==> src/rtl/ps2_pkg.sv <==
// Shared PS/2 receive types and the scancode values the downstream decoder matches on.
package ps2_pkg;

  // Receiver frame position: start bit seen -> data bits -> parity bit -> stop bit.
  typedef enum logic [1:0] {
    IDLE   = 2'd0,
    DATA   = 2'd1,
    PARITY = 2'd2,
    STOP   = 2'd3
  } rx_state_t;

  localparam int PS2_DATA_BITS = 8;

  localparam logic [7:0] SC_EXT   = 8'hE0;
  localparam logic [7:0] SC_BREAK = 8'hF0;
  localparam logic [7:0] SC_ENTER = 8'h5A;
  localparam logic [7:0] SC_LEFT  = 8'h6B;
  localparam logic [7:0] SC_RIGHT = 8'h74;

endpackage

==> src/rtl/ps2_signal_filter.sv <==
// Synchroniser plus stability filter for one asynchronous PS/2 pad input.
// The output only moves once the synchronised input has disagreed with it
// for FILTER_LEN consecutive cycles, so short glitches on the line vanish.
module ps2_signal_filter #(
  parameter int SYNC_STAGES = 2,
  parameter int FILTER_LEN  = 8
) (
  input  logic CLOCK_50,
  input  logic reset,
  input  logic pad,
  output logic filtered
);

  localparam int CW = $clog2(FILTER_LEN + 1);
  localparam logic [CW-1:0] FILTER_LAST = CW'(FILTER_LEN - 1);

  logic [SYNC_STAGES-1:0] sync_q;
  logic [CW-1:0]          stable_cnt;
  logic                   synced;

  assign synced = sync_q[SYNC_STAGES-1];

  // Metastability chain; idles high like the bus so reset does not look like a fall.
  always_ff @(posedge CLOCK_50) begin
    if (reset) begin
      sync_q <= '1;
    end else begin
      sync_q[0] <= pad;
      for (int i = 1; i < SYNC_STAGES; i++) begin
        sync_q[i] <= sync_q[i-1];
      end
    end
  end

  // Count consecutive samples that disagree with the filtered level and flip once enough agree.
  always_ff @(posedge CLOCK_50) begin
    if (reset) begin
      filtered   <= 1'b1;
      stable_cnt <= '0;
    end else if (synced != filtered) begin
      if (stable_cnt == FILTER_LAST) begin
        filtered   <= synced;
        stable_cnt <= '0;
      end else begin
        stable_cnt <= stable_cnt + 1'b1;
      end
    end else begin
      stable_cnt <= '0;
    end
  end

endmodule

==> src/rtl/ps2_byte_receiver.sv <==
// PS/2 device-to-host byte receiver: filters the pad lines, samples data on
// each falling PS/2 clock edge and emits one pulse per completed frame
// (good byte, parity error or framing error).
module ps2_byte_receiver
  import ps2_pkg::*;
#(
  parameter int SYNC_STAGES    = 2,
  parameter int FILTER_LEN     = 8,
  parameter int TIMEOUT_CYCLES = 100000
) (
  input  logic       CLOCK_50,
  input  logic       reset,
  input  logic       ps2_clk_in,
  input  logic       ps2_dat_in,
  output logic [7:0] received_data,
  output logic       received_data_en,
  output logic       parity_error,
  output logic       frame_error
);

  localparam int TW = $clog2(TIMEOUT_CYCLES);
  localparam logic [TW-1:0] TIMEOUT_LAST = TW'(TIMEOUT_CYCLES - 1);
  localparam int BW = $clog2(PS2_DATA_BITS);
  localparam logic [BW-1:0] BIT_LAST = BW'(PS2_DATA_BITS - 1);

  logic clk_filt;
  logic dat_filt;
  logic clk_filt_q;
  logic fall;

  rx_state_t                state;
  logic [BW-1:0]            bit_cnt;
  logic [PS2_DATA_BITS-1:0] shift_reg;
  logic                     parity_bit;
  logic [TW-1:0]            timeout_cnt;

  // Clock and data share the same filter so their relative timing is preserved.
  ps2_signal_filter #(
    .SYNC_STAGES(SYNC_STAGES),
    .FILTER_LEN (FILTER_LEN)
  ) u_clk_filter (
    .CLOCK_50(CLOCK_50),
    .reset   (reset),
    .pad     (ps2_clk_in),
    .filtered(clk_filt)
  );

  ps2_signal_filter #(
    .SYNC_STAGES(SYNC_STAGES),
    .FILTER_LEN (FILTER_LEN)
  ) u_dat_filter (
    .CLOCK_50(CLOCK_50),
    .reset   (reset),
    .pad     (ps2_dat_in),
    .filtered(dat_filt)
  );

  assign fall = clk_filt_q & ~clk_filt;

  // Frame FSM with timeout watchdog; every output is registered and pulses for one cycle.
  always_ff @(posedge CLOCK_50) begin
    if (reset) begin
      clk_filt_q       <= 1'b1;
      state            <= IDLE;
      bit_cnt          <= '0;
      shift_reg        <= '0;
      parity_bit       <= 1'b0;
      timeout_cnt      <= '0;
      received_data    <= 8'h00;
      received_data_en <= 1'b0;
      parity_error     <= 1'b0;
      frame_error      <= 1'b0;
    end else begin
      clk_filt_q       <= clk_filt;
      received_data_en <= 1'b0;
      parity_error     <= 1'b0;
      frame_error      <= 1'b0;

      if (fall) begin
        timeout_cnt <= '0;
        case (state)
          IDLE: begin
            if (!dat_filt) begin
              state     <= DATA;
              bit_cnt   <= '0;
              shift_reg <= '0;
            end
          end
          DATA: begin
            shift_reg[bit_cnt] <= dat_filt;
            if (bit_cnt == BIT_LAST) begin
              state <= PARITY;
            end else begin
              bit_cnt <= bit_cnt + 1'b1;
            end
          end
          PARITY: begin
            parity_bit <= dat_filt;
            state      <= STOP;
          end
          STOP: begin
            state <= IDLE;
            if (!dat_filt) begin
              frame_error <= 1'b1;
            end else if (((^shift_reg) ^ parity_bit) != 1'b1) begin
              parity_error <= 1'b1;
            end else begin
              received_data    <= shift_reg;
              received_data_en <= 1'b1;
            end
          end
          default: state <= IDLE;
        endcase
      end else if (state != IDLE) begin
        if (timeout_cnt == TIMEOUT_LAST) begin
          frame_error <= 1'b1;
          state       <= IDLE;
          shift_reg   <= '0;
          timeout_cnt <= '0;
        end else begin
          timeout_cnt <= timeout_cnt + 1'b1;
        end
      end else begin
        timeout_cnt <= '0;
      end
    end
  end

endmodule

==> config.mk <==
export PLATFORM = sky130hd
export DESIGN_NAME = ps2_byte_receiver
export DESIGN_NICKNAME = d
export VERILOG_FILES = /design/src/rtl/ps2_pkg.sv /design/src/rtl/ps2_signal_filter.sv /design/src/rtl/ps2_byte_receiver.sv
export SDC_FILE = /design/constraint.sdc
export NUM_CORES = 1
export LEC_CHECK = 0
export ABC_CLOCK_PERIOD_IN_PS = 2600
export BUFFER_PORTS_ARGS = -buffer_cell sky130_fd_sc_hd__clkbuf_2
export CORE_MARGIN = 2
export CORE_UTILIZATION = 50
export CTS_BUF_LIST = sky130_fd_sc_hd__clkbuf_2 sky130_fd_sc_hd__clkbuf_4 sky130_fd_sc_hd__clkbuf_8
export DETAILED_ROUTE_END_ITERATION = 8
export PLACE_DENSITY = 0.68
export SYNTH_ARGS = -nofsm -noshare
export SYNTH_HDL_FRONTEND = slang
export SYNTH_SLANG_ARGS = --single-unit
==> constraint.sdc <==
create_clock -name CLOCK_50 -period 2.6 [get_ports CLOCK_50]
set_input_delay 0 -clock CLOCK_50 [delete_from_list [all_inputs] [get_ports CLOCK_50]]
set_output_delay 0 -clock CLOCK_50 [all_outputs]
set_load 0.01 [all_outputs]
Yosys cells after proc, flatten, opt, wreduce, memory -nomap -nowiden:

Cells that the tools add are included.

* add/sub/neg operators: 4
* magnitude comparators: 2
* equal/unequal tests: 14
* multiplexer cells: 24
* bitwise logic cells: 9
* reduce and logical (&&, ||, !) cells: 18

Operator list (count)
* $mux 8: 4
* $add 17x1->17 const B: 1
* $eq 17x17->1 const B: 1
* $pmux 8 s2: 1
* $reduce_and 4->1: 4
* $mux 2: 5
* $add 4x1->4 const B: 2
* $bwmux 8: 1
* $eq 4x3->1 const B: 2
* $mux 1: 8
* $pmux 2 s4: 1
* $reduce_bool 2->1: 4
* $reduce_or 4->1: 2
* $reduce_xor 8->1: 1
* $not 1->1: 7
* $mux 3: 2
* $ne 3x3->1 const B: 2
* $pmux 3 s2: 1
* $reduce_and 2->1: 3
* $reduce_or 3->1: 2
* $eq 2x2->1 const B: 2
* $lt 3x4->1 const B: 1
* $ne 2x2->1 const B: 2
* $add 3x1->3 const B: 1
* 10 further kinds: 11

* flip-flop bits (word level): 57
* input port bits: 4
* logic and storage cells: 87

Logic depth before layout (Yosys ltp):

Gate-level depths: netlist of the first run.

* depth after elaboration: 7
* mapped depth: 8
* gate-level depth less buffers: 7

Hierarchy:

From an unflattened synthesis of the first run, not the netlist that was laid out.

* cells, all modules: 273
* area total of the unflattened synthesis: 2617.5 um^2

Modules (own cells, without submodules)
* ps2_byte_receiver: instances 1, cells an instance 227, area each 2112.0 um^2, sequential area each 860.8 um^2
* ps2_signal_filter: instances 2, cells an instance 23, area each 252.7 um^2, sequential area each 140.1 um^2

Worst setup path before layout of the first run:

OpenSTA, ideal clock, no wires.

* kind: register to register
* from: register timeout_cnt[0]
* to: register shift_reg[7]
* library setup time: 0.066 ns
* arrival time: 1.781 ns
* path slack: 0.752 ns
* cell stages (with the launch flop): 7
* period minus slack after synthesis: 1.848 ns
* cells stage by stage: dfxtp_1 > ha_1 > nand4_1 > nor4_4 > a21boi_2 > or3b_1 > a21oi_2

* longest elaborated chain between the ends: 3

Ends and longest elaborated chain
* start, declared: RTL line ps2_byte_receiver.sv:35 `logic [TW-1:0] timeout_cnt;`
* start signal, assigned: RTL line ps2_byte_receiver.sv:121 `timeout_cnt <= timeout_cnt + 1'b1;`
* $eq 17x17->1: RTL line ps2_byte_receiver.sv:115 `if (timeout_cnt == TIMEOUT_LAST) begin`
* $reduce_bool 2->1 (no line)
* $reduce_and 4->1 (no line)
* end signal, assigned by index: RTL line ps2_byte_receiver.sv:90 `shift_reg[bit_cnt] <= dat_filt;`
* end, declared: RTL line ps2_byte_receiver.sv:33 `logic [PS2_DATA_BITS-1:0] shift_reg;`

Every way passes these cells.
A chain may end at the register's enable or synchronous reset.

Worst setup path after layout of the first run:

Same ends and word-level chain as after synthesis.

==> results_tabular.tex, run 1 <==
\begin{tabular}{lr}
\hline
Metric & Value \\
\hline
\multicolumn{2}{l}{\textbf{Status}} \\
\quad Status & finished, final reports clean \\
\multicolumn{2}{l}{\textbf{Worst setup path}} \\
\quad Register-to-Register Setup Slack & 590 ps \\
\quad Setup crit start kind & flip-flop \\
\quad CP required & 2870 ps \\
\quad Worst setup path class & reg -> reg \\
\quad Worst Path Arrival & 2280 ps \\
\quad R2r worst-path depth & 6 \\
\quad Crit path capture type & flip-flop \\
\quad Critical register-to-register path startpoint & timeout\_cnt[0] \\
\quad Highest net fanout along the worst path & 9 \\
\quad RR Endpoint & shift\_reg[7] \\
\multicolumn{2}{l}{\textbf{Cells and area}} \\
\quad Multi-input combinational cell area & 1290 um2 \\
\quad Area growth from synthesis to layout & 13.2\% \\
\quad Number of fill cells & 437 \\
\quad Number of nets at the end of the flow & 298 \\
\quad Most common cell after layout, fill and taps aside & sky130\_fd\_sc\_hd\_\_dfxtp\_1 \\
\quad Share of post-route cells with drive strength above 1 & 0.148 \\
\quad Finished Layout Cells & about 360 \\
\quad Top library cells by usage in the layout, fill and taps aside & sky130\_fd\_sc\_hd\_\_dfxtp\_1 (57), sky130\_fd\_sc\_hd\_\_nor2\_1 (46), sky130\_fd\_sc\_hd\_\_xnor2\_1 (17), sky130\_fd\_sc\_hd\_\_nand3\_1 (14), sky130\_fd\_sc\_hd\_\_clkbuf\_2 (14) \\
\quad Antenna Cells & 0 \\
\quad Flip-flop count of the largest register after layout & 17 \\
\quad Area taken by flip-flops and latches & 1140 um2 \\
\multicolumn{2}{l}{\textbf{Synth}} \\
\quad Library cells used by synthesis & 40 \\
\quad Fraction of post-synthesis cell area in the top cell type by area & 0.454 \\
\quad Average size of a mapped cell & 9.37 um2 \\
\quad Post-synthesis cell type with the largest combined area & sky130\_fd\_sc\_hd\_\_dfxtp\_1 \\
\quad YS warnings & 0 \\
\quad Netlist area before placement & about 2500 um2 \\
\quad Post-Syn Instances & 268 \\
\quad Post-synth net total & roughly 280 \\
\quad Register bit count reported by yosys & 57 \\
\quad Share of synthesized flip-flops with an asynchronous set or reset & 0 \\
\quad Most used DFF post-synth & sky130\_fd\_sc\_hd\_\_dfxtp\_1 \\
\quad Number of synthesized flops with an enable pin & 0 \\
\quad Share of synthesized area occupied by flip-flops and latches & 0.454 \\
\quad Main area contributors after synthesis & sky130\_fd\_sc\_hd\_\_dfxtp\_1 (45\%), sky130\_fd\_sc\_hd\_\_nor2\_1 (6.9\%), sky130\_fd\_sc\_hd\_\_xnor2\_1 (5.9\%) \\
\multicolumn{2}{l}{\textbf{Clock network}} \\
\quad Clk pin slew, worst setup/hold paths & 60 ps \\
\quad Clock Sinks & 57 \\
\quad CTS root buf & sky130\_fd\_sc\_hd\_\_clkbuf\_8 \\
\quad H-tree level count & 3 \\
\quad Total CTS buffers & 9 \\
\quad Later-pin clock latency in the skew report & 340 ps \\
\quad Deepest clock path buffer count & 2 \\
\quad TritonCTS clock tree & yes \\
\quad Post-cts sizing count & 0 \\
\quad Post-CTS setup buffer count & 0 \\
\quad Cts-stage hold buffer count & 2 \\
\multicolumn{2}{l}{\textbf{Place}} \\
\quad DP Cell Count & 339 \\
\quad Gpl congestion & 0.862 \\
\quad Count of buffers inserted at the top-level ports & 14 \\
\quad Placed wire-length estimate after detailed placement & 2840 um \\
\multicolumn{2}{l}{\textbf{Timing}} \\
\quad Fin crit period & a little over 2000 ps \\
\quad Slew margin rel. & 0.657 \\
\quad Final number of hold-violating endpoints & 0 \\
\quad RSZ-0062 raised after global routing & no \\
\quad Setup Total Neg Slack & 0 ps \\
\quad Final number of max-transition violations & 0 \\
\quad Post-route clock skew & 5.07 ps \\
\quad Final-report setup violation count & 0 \\
\quad Period utilisation layout & 0.774 \\
\quad Worst Max-Slew Pin Slew & 504 ps \\
\quad Achievable Freq & 0.497 GHz \\
\multicolumn{2}{l}{\textbf{Detailed routing}} \\
\quad Antenna Violating Nets Remaining & 0 \\
\quad Total vias in the final route & around 1,800 \\
\quad Number of DRC violations after detailed routing & 0 \\
\quad Overall routed net length & 4200 um \\
\quad Avg Vias per Cell & 5.12 \\
\quad Detailed-route wire length per cell & 11.8 um \\
\quad Detailed-router iteration count before antenna repair & 4 \\
\quad Detailed router's first-iteration violation count & 132 \\
\multicolumn{2}{l}{\textbf{Hold path}} \\
\quad Worst min-delay path endpoint & received\_data[2] \\
\quad Start point of the worst hold path & reset \\
\quad Type of the worst min-delay path & in -> reg \\
\quad Cell depth of the worst hold path & 3 \\
\multicolumn{2}{l}{\textbf{Global route}} \\
\quad Global-route layer with the greatest usage & met2 \\
\quad Antenna violations before repair & 0 \\
\quad Vias in the first global route & 1,724 \\
\quad First-pass GRT wire length & 7430 um \\
\quad Pin count of the biggest net entering global routing & 29 \\
\quad Met2 Use GR & 0.283 \\
\quad Routing usage on met3 & 0.0790 \\
\quad Overall Global Routing Usage & 0.180 \\
\quad Total overflow reported by the global router & 0 \\
\quad Fraction of met1 tracks used by global routing & 0.200 \\
\multicolumn{2}{l}{\textbf{Die}} \\
\quad Starting density of the core & 0.525 \\
\quad Overall die area & about 5600 um2 \\
\quad Site Rows & 25 \\
\quad Width of the die & 74.9 um \\
\quad Height of the die & 74.9 um \\
\quad Core region area & roughly 4800 um2 \\
\quad IO Count & 15 \\
\multicolumn{2}{l}{\textbf{Power and ir drop}} \\
\quad Total leakage power & 1.10 nW \\
\quad P per Cell Area & 592 nW/um2 \\
\quad Peak ir drop on the vdd network & approximately 0.38 mV \\
\multicolumn{2}{l}{\textbf{Flow run}} \\
\quad MaxCap Viol Count & 0 \\
\hline
\end{tabular}
[worst max-delay path, cell delays in order (launching register included)]
cell and delay, ps:
sky130_fd_sc_hd__dfxtp_1 360, sky130_fd_sc_hd__ha_1 210, sky130_fd_sc_hd__nand4_1 200, sky130_fd_sc_hd__nor4_4 450
sky130_fd_sc_hd__a21boi_2 180, sky130_fd_sc_hd__or3b_1 410, sky130_fd_sc_hd__a21oi_2 130
[worst max-delay path by stage]
stage | slack (ps) | from | cells after the start | endpoint
4_1_cts | 560 | timeout_cnt[0] | 6 | shift_reg[7]
3_5_place_dp | 590 | timeout_cnt[0] | 6 | shift_reg[7]
6_report | 590 | timeout_cnt[0] | 6 | shift_reg[7]
2_1_floorplan | 750 | timeout_cnt[0] | 6 | shift_reg[7]
3_3_place_gp | 640 | timeout_cnt[0] | 6 | shift_reg[7]
5_1_grt | 320 | state[1] | 7 | shift_reg[3]
[cell families (layout without fill, tap and decap cells)]
logic type / Yosys count / after routing / share of synthesized area
xor+xnor: 26 / 26 / 0.102
fa+ha+maj: 9 / 9 / 0.0448
flops: 57 / 57 / 0.454
compound gates: 31 / 31 / 0.0807
mux: 12 / 12 / 0.0528
simple gates: 112 / 112 / 0.233
buf+inv: 21 / 43 / 0.0329
[power by group]
part,leakage [nW],total (mW),internal (mW),switching (mW)
clock network,0.106,0.784,0.457,0.327
registers,0.460,0.879,0.877,0.00166
logic,0.535,0.0207,0.00870,0.0119
[through the flow]
stage / area [um2] / worst slack [ps] / utilization / power, mW / hold WS (ps)
final: 2850 / 589 / 0.595 / 1.68 / 139
after floorplan: 2510 / 752 / - / 0.910 / 104
after CTS: 2850 / 562 / 0.595 / 1.71 / 128
after detailed placement: 2630 / 586 / 0.549 / 0.917 / 193
after global placement: 2630 / 639 / 0.549 / 0.916 / 185
after global routing: 2850 / 316 / 0.595 / 1.76 / 141
[cell type report]
cell class	count	area share
clock buffer	14	0.0655
clock inverter	2	0.00352
inverter	10	0.0132
multi-input combinational	190	0.453
sequential	57	0.401
tap	67	0.0295
timing repair buffer	17	0.0343
[synthesized netlist by cell type, types with 3 or more instances]
cell	number
sky130_fd_sc_hd__dfxtp_1	57
sky130_fd_sc_hd__nor2_1	46
sky130_fd_sc_hd__xnor2_1	17
sky130_fd_sc_hd__nand3_1	14
sky130_fd_sc_hd__mux2i_1	11
sky130_fd_sc_hd__a21oi_1	10
sky130_fd_sc_hd__inv_1	10
sky130_fd_sc_hd__nand2_1	10
sky130_fd_sc_hd__ha_1	9
sky130_fd_sc_hd__clkbuf_1	8
sky130_fd_sc_hd__nand4_1	7
sky130_fd_sc_hd__o21ai_0	7
sky130_fd_sc_hd__xor2_1	7
sky130_fd_sc_hd__nor2b_1	6
sky130_fd_sc_hd__or2_2	5
sky130_fd_sc_hd__nor3_1	4
sky130_fd_sc_hd__o41ai_1	4
sky130_fd_sc_hd__and3_1	3
sky130_fd_sc_hd__buf_2	3
sky130_fd_sc_hd__or3_1	3
[per-layer routing]
metal	vias to the layer above	wire [um]
li1	952	-
met1	835	1990
met2	29	1920
met3	13	170
met4	0	123
met5	-	0
(Power assumes the default switching activity.)
==> run 2, diff against run 1 <==
--- a/config.mk
+++ b/config.mk
@@ -5,13 +5,14 @@
 export SDC_FILE = /design/constraint.sdc
 export NUM_CORES = 1
 export LEC_CHECK = 0
-export ABC_CLOCK_PERIOD_IN_PS = 2600
+export ABC_AREA = 1
+export ABC_CLOCK_PERIOD_IN_PS = 1730
 export BUFFER_PORTS_ARGS = -buffer_cell sky130_fd_sc_hd__clkbuf_2
 export CORE_MARGIN = 2
 export CORE_UTILIZATION = 50
 export CTS_BUF_LIST = sky130_fd_sc_hd__clkbuf_2 sky130_fd_sc_hd__clkbuf_4 sky130_fd_sc_hd__clkbuf_8
 export DETAILED_ROUTE_END_ITERATION = 8
-export PLACE_DENSITY = 0.68
+export PLACE_DENSITY = 0.7
 export SYNTH_ARGS = -nofsm -noshare
 export SYNTH_HDL_FRONTEND = slang
 export SYNTH_SLANG_ARGS = --single-unit
==> constraint.sdc (replaced) <==
create_clock -name CLOCK_50 -period 1.73 [get_ports CLOCK_50]
set_input_delay 0 -clock CLOCK_50 [delete_from_list [all_inputs] [get_ports CLOCK_50]]
set_output_delay 0 -clock CLOCK_50 [all_outputs]
set_load 0.01 [all_outputs]
==> run 2 against run 1 <==
Cell count up 30%. Non-clock buffer count increased by 3. Global-route usage grew 0.37 points. Highest routed layer unchanged.
==> results_tabular.tex, run 2 <==
\begin{tabular}{lr}
\hline
Metric & Value \\
\hline
\multicolumn{2}{l}{\textbf{Flow run}} \\
\quad MaxCap Viol Count & 0 \\
\multicolumn{2}{l}{\textbf{Die}} \\
\quad Height of the die & 78.9 um \\
\quad Site Rows & 27 \\
\quad Overall die area & 6230 um2 \\
\quad Starting density of the core & 0.513 \\
\quad Core region area & 5470 um2 \\
\quad Width of the die & between 70 and 80 um \\
\quad IO Count & 15 \\
\multicolumn{2}{l}{\textbf{Synth}} \\
\quad Most used DFF post-synth & sky130\_fd\_sc\_hd\_\_dfxtp\_1 \\
\quad Post-synthesis cell type with the largest combined area & sky130\_fd\_sc\_hd\_\_dfxtp\_1 \\
\quad Register bit count reported by yosys & 57 \\
\quad Post-Syn Instances & 363 \\
\quad Netlist area before placement & 2810 um2 \\
\quad Commonest cells post-synth & sky130\_fd\_sc\_hd\_\_nand2\_1 (67), sky130\_fd\_sc\_hd\_\_dfxtp\_1 (57), sky130\_fd\_sc\_hd\_\_nor2\_1 (49) \\
\quad Post-synth net total & 376 \\
\quad Cell with the most instances after synthesis & sky130\_fd\_sc\_hd\_\_nand2\_1 \\
\quad YS warnings & 0 \\
\quad Number of synthesized flops with an enable pin & 0 \\
\quad Fraction of post-synthesis cell area in the top cell type by area & 0.407 \\
\quad Library cells used by synthesis & 37 \\
\quad Average size of a mapped cell & 7.73 um2 \\
\quad Share of synthesized flip-flops with an asynchronous set or reset & 0 \\
\quad Share of synthesized area occupied by flip-flops and latches & 0.407 \\
\quad Main area contributors after synthesis & sky130\_fd\_sc\_hd\_\_dfxtp\_1 (41\%), sky130\_fd\_sc\_hd\_\_nand2\_1 (9.0\%), sky130\_fd\_sc\_hd\_\_nor2\_1 (6.6\%) \\
\multicolumn{2}{l}{\textbf{Power and ir drop}} \\
\quad Overall power after layout & approximately 2.7 mW \\
\quad P per Cell Area & 844 nW/um2 \\
\quad Peak ir drop on the vdd network & $\sim$0.63 mV \\
\quad Total leakage power & 1.28 nW \\
\multicolumn{2}{l}{\textbf{Worst setup path}} \\
\quad CP required & 1950 ps \\
\quad Worst setup path class & reg -> reg \\
\quad Highest net fanout along the worst path & 9 \\
\quad Crit path capture type & flip-flop \\
\quad Worst Path Arrival & 1810 ps \\
\quad Setup crit start kind & flip-flop \\
\multicolumn{2}{l}{\textbf{Timing}} \\
\quad Fin crit period & 1580 ps \\
\quad Achievable Freq & 0.631 GHz \\
\quad Final hold slack & approximately 400 ps \\
\quad Final-report setup violation count & 0 \\
\quad Post-route clock skew & 6.84 ps \\
\quad Worst Max-Slew Pin Slew & 384 ps \\
\quad Slew margin rel. & 0.743 \\
\quad Period utilisation layout & 0.916 \\
\quad Setup Total Neg Slack & 0 ps \\
\quad RSZ-0062 raised after global routing & no \\
\quad Final number of max-transition violations & 0 \\
\quad Final number of hold-violating endpoints & 0 \\
\multicolumn{2}{l}{\textbf{Detailed routing}} \\
\quad Detailed-route wire length per cell & 10.6 um \\
\quad Number of DRC violations after detailed routing & 0 \\
\quad Antenna Violating Nets Remaining & 0 \\
\quad Total vias in the final route & 2,275 \\
\quad Avg Vias per Cell & 4.89 \\
\quad Detailed router's first-iteration violation count & 83 \\
\quad Detailed-router iteration count before antenna repair & 4 \\
\quad Overall routed net length & 4940 um \\
\multicolumn{2}{l}{\textbf{Clock network}} \\
\quad CTS root buf & sky130\_fd\_sc\_hd\_\_clkbuf\_8 \\
\quad Later-pin clock latency in the skew report & 330 ps \\
\quad Clock Sinks & 57 \\
\quad Total CTS buffers & 9 \\
\quad TritonCTS clock tree & yes \\
\quad Deepest clock path buffer count & 2 \\
\quad Clk pin slew, worst setup/hold paths & 60 ps \\
\quad H-tree level count & 3 \\
\multicolumn{2}{l}{\textbf{Global route}} \\
\quad First-pass GRT wire length & a little over 9000 um \\
\quad Total overflow reported by the global router & 0 \\
\quad Pin count of the biggest net entering global routing & 18 \\
\quad Antenna violations before repair & 0 \\
\quad Overall Global Routing Usage & 0.183 \\
\quad Vias in the first global route & 2,179 \\
\multicolumn{2}{l}{\textbf{Hold path}} \\
\quad Type of the worst min-delay path & in -> reg \\
\multicolumn{2}{l}{\textbf{Cells and area}} \\
\quad Flip-flop count of the largest register after layout & 17 \\
\quad Antenna Cells & 0 \\
\quad Number of nets at the end of the flow & 401 \\
\quad Most common cell after layout, fill and taps aside & sky130\_fd\_sc\_hd\_\_nand2\_1 \\
\quad Top library cells by usage in the layout, fill and taps aside & sky130\_fd\_sc\_hd\_\_nand2\_1 (67), sky130\_fd\_sc\_hd\_\_dfxtp\_1 (55), sky130\_fd\_sc\_hd\_\_nor2\_1 (49), sky130\_fd\_sc\_hd\_\_inv\_1 (31), sky130\_fd\_sc\_hd\_\_a21oi\_1 (21) \\
\quad Number of fill cells & 511 \\
\quad Share of post-route cells with drive strength above 1 & 0.224 \\
\quad Post-route core utilization & 0.585 \\
\quad Area growth from synthesis to layout & 14.1\% \\
\multicolumn{2}{l}{\textbf{Status}} \\
\quad Status & finished, final reports clean \\
\multicolumn{2}{l}{\textbf{Place}} \\
\quad Count of buffers inserted at the top-level ports & 14 \\
\quad Gpl congestion & 0.860 \\
\quad Placed wire-length estimate after detailed placement & 3590 um \\
\hline
\end{tabular}
==> run 2: power breakdown <==
part / switching (mW) / internal, mW / total (mW) / leakage (nW)
registers: 0.00252 / 1.32 / 1.32 / 0.461
logic: 0.0215 / 0.0160 / 0.0375 / 0.709
clock network: 0.526 / 0.819 / 1.34 / 0.109
total: 0.550 / 2.15 / 2.70 / 1.28
==> run 2: kinds of logic after synthesis <==
group | count (synthesis) | synth area share
simple gates | 193 | 0.342
compound gates | 46 | 0.101
flops | 57 | 0.407
buf+inv | 46 | 0.0731
fa+ha+maj | 9 | 0.0401
xor+xnor | 12 | 0.0374
==> run 2: timing repair <==
| item | CTS | global route |
|---|---|---|
| setup endpoints to repair | 0 | 13 |
| endpoints found under the hold margin | 6 | 0 |
| hold buffers | 3 | 0 |
| buffers inserted | 0 | 1 |
| gates resized for setup | 0 | 5 |
==> run 2: final timing paths <==
path | from | endpoint | depth (start not counted) | slack, ps
min | ps2_dat_in | u_dat_filter.sync_q[0] | 3 | 390
max | state[0] | shift_reg[1] | 10 | 150
min reg2reg | u_clk_filter.sync_q[0] | u_clk_filter.sync_q[1] | 1 | 410
max reg2reg | state[0] | shift_reg[1] | 10 | 150
==> run 2: per-stage QoR <==
step                std cells  instance area, um2  worst slack [ps]
finish                    465                3200               146
floorplan                 363                2810               258
global route              465                3200              1.44
global placement          445                2930               161
detailed placement        445                2930              69.8
CTS                       464                3170              66.9
==> run 2: critical path, stage by stage (launching register included) <==
cell                      delay, ps
sky130_fd_sc_hd__dfxtp_2        350
sky130_fd_sc_hd__inv_1           60
sky130_fd_sc_hd__ha_1           240
sky130_fd_sc_hd__nand2_1         90
sky130_fd_sc_hd__o21ai_0         90
sky130_fd_sc_hd__nor2_2         190
sky130_fd_sc_hd__inv_2           60
sky130_fd_sc_hd__nand2_4        110
sky130_fd_sc_hd__inv_2           90
sky130_fd_sc_hd__a21oi_1        130
sky130_fd_sc_hd__nor2_1          60
==> run 2: layout make-up <==
type / count / area [um2] / area share
clock inverters: 6 / 82.6 / 0.0258
repair buffers: 20 / 123 / 0.0383
well taps: 72 / 90.1 / 0.0281
clock buffers: 10 / 131 / 0.0410
flip-flops and latches: 57 / 1140 / 0.357
multi-input cells: 260 / 1480 / 0.463
inverters: 40 / 150 / 0.0469
==> run 2: per-layer routing <==
metal / track usage / up-vias / routed length (um)
met1: 0.234 / 1006 / 2440
met5: 0 / - / 0
li1: - / 1228 / -
met4: 0.0621 / 0 / 65
met2: 0.295 / 35 / 2230
met3: 0.0580 / 6 / 205
